$ cat config.mk
export PLATFORM = sky130hd
export DESIGN_NAME = mux2_rr_arbiter
export DESIGN_NICKNAME = d
export VERILOG_FILES = /design/src/rtl/mux2_arb_pkg.sv /design/src/rtl/mux2_dp.sv /design/src/rtl/mux2_rr_arbiter.sv
export SDC_FILE = /design/constraint.sdc
export NUM_CORES = 1
export LEC_CHECK = 0
export ABC_AREA = 1
export CELL_PAD_IN_SITES_DETAIL_PLACEMENT = 1
export CELL_PAD_IN_SITES_GLOBAL_PLACEMENT = 1
export CORE_MARGIN = 4
export CORE_UTILIZATION = 26
export CTS_CLUSTER_DIAMETER = 40
export DETAILED_ROUTE_END_ITERATION = 8
export GPL_ROUTABILITY_DRIVEN = 0
export PLACE_DENSITY = 0.8
export SYNTH_ARGS = -nofsm -noshare
export SYNTH_HDL_FRONTEND = slang
export SYNTH_SLANG_ARGS = --single-unit
export TNS_END_PERCENT = 100
$ cat constraint.sdc
create_clock -name clk -period 1.45 [get_ports clk]
set_input_delay 0.2175 -clock clk [delete_from_list [all_inputs] [get_ports clk]]
set_output_delay 0.2175 -clock clk [all_outputs]
set_load 0.005 [all_outputs]
$ cat src/rtl/mux2_arb_pkg.sv
// mux2_arb_pkg: shared state encoding and select constants for the 2:1 arbiter.
package mux2_arb_pkg;
  typedef enum logic [1:0] {IDLE, LOCK_A, LOCK_B} state_t;
  localparam logic SEL_A = 1'b0;
  localparam logic SEL_B = 1'b1;
endpackage

$ cat src/rtl/mux2_dp.sv
// mux2_dp: W-bit 2:1 mux, s=0 passes a, s=1 passes b.
module mux2_dp #(
  parameter int W = 9
) (
  input  logic         s,
  input  logic [W-1:0] a,
  input  logic [W-1:0] b,
  output logic [W-1:0] y
);
  assign y = s ? b : a;
endmodule

$ cat src/rtl/mux2_rr_arbiter.sv
// mux2_rr_arbiter: round-robin arbiter feeding a registered 2:1 mux output stage.
// Define MUX2_ARB_HOLD_EN to lock the channel to a requester until its last beat.
module mux2_rr_arbiter
  import mux2_arb_pkg::*;
#(
  parameter int DATA_W = 8
) (
  input  logic              clk,
  input  logic              rst_n,
  input  logic              a_valid,
  input  logic              a_last,
  input  logic [DATA_W-1:0] a_data,
  output logic              a_ready,
  input  logic              b_valid,
  input  logic              b_last,
  input  logic [DATA_W-1:0] b_data,
  output logic              b_ready,
  output logic              y_valid,
  output logic              y_last,
  output logic [DATA_W-1:0] y_data,
  input  logic              y_ready,
  output logic              sel,
  output logic              busy
);
  state_t            state, state_nxt;
  logic              prio, win, has_win, can_load, va, vb, acc, m_last;
  logic [DATA_W-1:0] m_data;
  always_comb begin
    can_load = !y_valid || y_ready;
    va       = a_valid && state != LOCK_B;
    vb       = b_valid && state != LOCK_A;
    has_win  = va || vb;
    win      = (va && vb) ? ~prio : vb;
    acc      = can_load && has_win;
    a_ready  = rst_n && acc && win == SEL_A;
    b_ready  = rst_n && acc && win == SEL_B;
  end
  mux2_dp #(.W(DATA_W + 1)) u_dp (
    .s(win),
    .a({a_last, a_data}),
    .b({b_last, b_data}),
    .y({m_last, m_data})
  );
`ifdef MUX2_ARB_HOLD_EN
  always_comb begin
    state_nxt = state;
    if (acc) state_nxt = m_last ? IDLE : (win == SEL_A ? LOCK_A : LOCK_B);
  end
`else
  assign state_nxt = IDLE;
`endif
  always_ff @(posedge clk) begin
    if (!rst_n) begin
      state   <= IDLE;
      prio    <= SEL_B;
      y_valid <= 1'b0;
      y_last  <= 1'b0;
      y_data  <= '0;
      sel     <= SEL_A;
    end else begin
      state <= state_nxt;
      if (can_load) begin
        y_valid <= has_win;
        if (has_win) begin
          y_data <= m_data;
          y_last <= m_last;
          sel    <= win;
          prio   <= win;
        end
      end
    end
  end
  assign busy = state != IDLE || y_valid;
endmodule
==> impl_metrics.ini <==
[die]
fp-row-count = 18
die_w_um = 59.26
die_h_um = 59.26
start_util_pct = 27.33
dieArea_um2 = 3512
core_um2 = 2500
ioPinCount = 37

[critical_path]
worst-setup-path-type = reg -> out
cp_num_buf_inv = 1
critPathRequiredTime_ps = 1230
cp-end-kind = primary output
worstPathMaxFanout = 2
max_stage_delay_ps = 530
critical_path_arrival_ps = 1150
worst_path_dominant_cell_family = buffers and inverters
crit_path_start_kind = flip-flop
critPathSlowestCell = clkdlybuf4s50_1
cp_cell_sequence = clkdlybuf4s50_1

[synthesis]
ys_seq_area_share_pct = 35.16
synth_nets = 139
synth.distinct_cells = 15
ys_ff_latch = 12
synthTopCellsByArea = dfxtp_1 35%, nand2_1 21%, nor2_1 16%
synth.top_cell.area_share_pct = 35.16
yosysWarningCount = 0
avgSynthCellArea_um2 = 5.889
syn_inst = 116
synth_area_leader_cell = dfxtp_1
syn-cell-area_um2 = 683.2

[cells_and_area]
fillers = 336
layout.nets = 185
drive_above_1_share_pct = 16.15
final_common_cell = nand2_1
layout_common_cells = 38 x nand2_1, 30 x nor2_1, 28 x clkdlybuf4s50_1, 20 x inv_1, 10 x dfxtp_1
utilization_pct = 46.00
syn_to_final_growth_pct = 68.31
register_area_um2 = 242.7
multi_input_area_um2 = 330.3
antenna_cells = 0

[pwr]
seq_power_share_pct = 39.8
peakVddDrop_mv = 0.3193
power_frac_comb_pct = 30.6
p_leak_nw = 0.6096
swShare_pct = 28.59
power_density_nw_per_um2 = 822.4
power.share.clock_pct = 29.6
p_int_mw = 0.6753
switchingPower_mw = 0.2704

[hold_path]
min_path_type = in -> reg

[clock_tree]
cts_setup_buffers = 0
clockRootBuffer = clkbuf_4
clk_latency_ps = 280
path_clk_slew_ps = 90
cts_inserted_buffers = 3
clk_path_buf_depth = 2
clock-sinks = 12
cts.htree.levels = 1
hold_buffers = 0
cts_tree = yes

[timing]
post-route-period-util_pct = 94.09
fmax_mhz = 733.0
worst_pin_slew_ps = 287.4
relSlewSlack_pct = 80.77
slew_viol_final = 0
hold_violations = 0
min_period_ps = 1364
setup_viol = 0
grt_setup_unrepaired = false
setup_ws_ps = 85.71
fin_skew_ps = 5.664

[status]
status = finished, final reports clean

[detailed_routing]
drtPass1Iterations = 3
wl_per_cell_um = 11.39
drc_errors = 0
first_iter_violations = 3
routed_wl_mm = 2.175
avgViaCountPerCell = 4.257
routed-via-count = 813
ant_nets = 0

[global_routing]
grt_pass1_wl_mm = 3.746
antenna_found_initial = 0
grt_pass1_vias = 899
track_usage_pct = 14.08
grt_max_degree = 19
gr-total-overflow = 0

[placement]
port-buffer-count = 36
place_hpwl_mm = 1.744
pre_cts_slack_ps = -408.9

[flow_run]
maxCapViolations = 0
registers in the layout (all words and copies together), names as in the netlist:
register / flops
sel: 1
y_data: 8
y_last: 1
prio: 1
y_valid: 1
area by class of cell:
cell class	count	area share, %
Timing Repair Buffer	45	36.56
Tap cell	30	3.264
Clock buffer	4	3.156
Inverter	22	7.182
Multi-Input combinational cell	78	28.73
Sequential cell	12	21.11
routing by layer:
metal  global-route usage, %  wire [um]  vias to the layer above
met5                       0          0                        -
met4                   6.796         51                        0
met3                   2.397        116                        5
met2                   24.96       1140                       23
met1                   16.09        867                      366
li1                        -          -                      419
kinds of logic after synthesis:
group | share of synthesized area (%)
DFF | 35.16
AOI/OAI and AO/OA | 2.748
and+or+nand+nor | 44.50
buffers and inverters | 17.58
cells in the mapped netlist, drive strengths merged:
cell / instances
o21ai: 1
nand2: 42
nor2: 31
buf: 3
nor3: 1
inv: 22
a21oi: 2
nand3: 1
dfxtp: 12
clkbuf: 1
power by group through the flow:
| stage | registers [mW] | logic (mW) | clock network, mW |
|---|---|---|---|
| after floorplan | 0.386 | 0.127 | 0 |
| after global placement | 0.383 | 0.286 | 0 |
| after detailed placement | 0.384 | 0.298 | 0 |
| after CTS | 0.377 | 0.297 | 0.288 |
| after global routing | 0.381 | 0.326 | 0.304 |
| final | 0.376 | 0.290 | 0.280 |
timing repair:
action                     CTS  global route
gates resized for setup     13             5
setup endpoints to repair    4             2
hold endpoints to repair     0             0
pin swaps                    0             1
final timing paths:
path                            cells past startpoint                    from                     end  slack (ps)
worst max register to register                      7    y_valid$_SDFFE_PN0P_  y_data[7]$_SDFFE_PN0P_         320
worst max-delay path                                1  y_data[5]$_SDFFE_PN0P_               y_data[5]          90
worst min register to register                      2       prio$_SDFFE_PN1P_       prio$_SDFFE_PN1P_         480
worst min-delay path                                4                   rst_n    y_valid$_SDFFE_PN0P_         360
metrics by stage:
step / hold slack, ps / TNS (ps) / power, mW / std cells / instance area (um2)
2_1_floorplan: 388.6 / 0 / 0.5130 / 116 / 683.2
3_3_place_gp: 443.2 / -769.0 / 0.6690 / 187 / 1111
3_5_place_dp: 475.2 / -1467 / 0.6822 / 187 / 1111
4_1_cts: 493.0 / 0 / 0.9619 / 191 / 1150
5_1_grt: 379.7 / 0 / 1.011 / 191 / 1150
6_report: 358.7 / 0 / 0.9457 / 191 / 1150
Power figures use the tool's default switching activity.
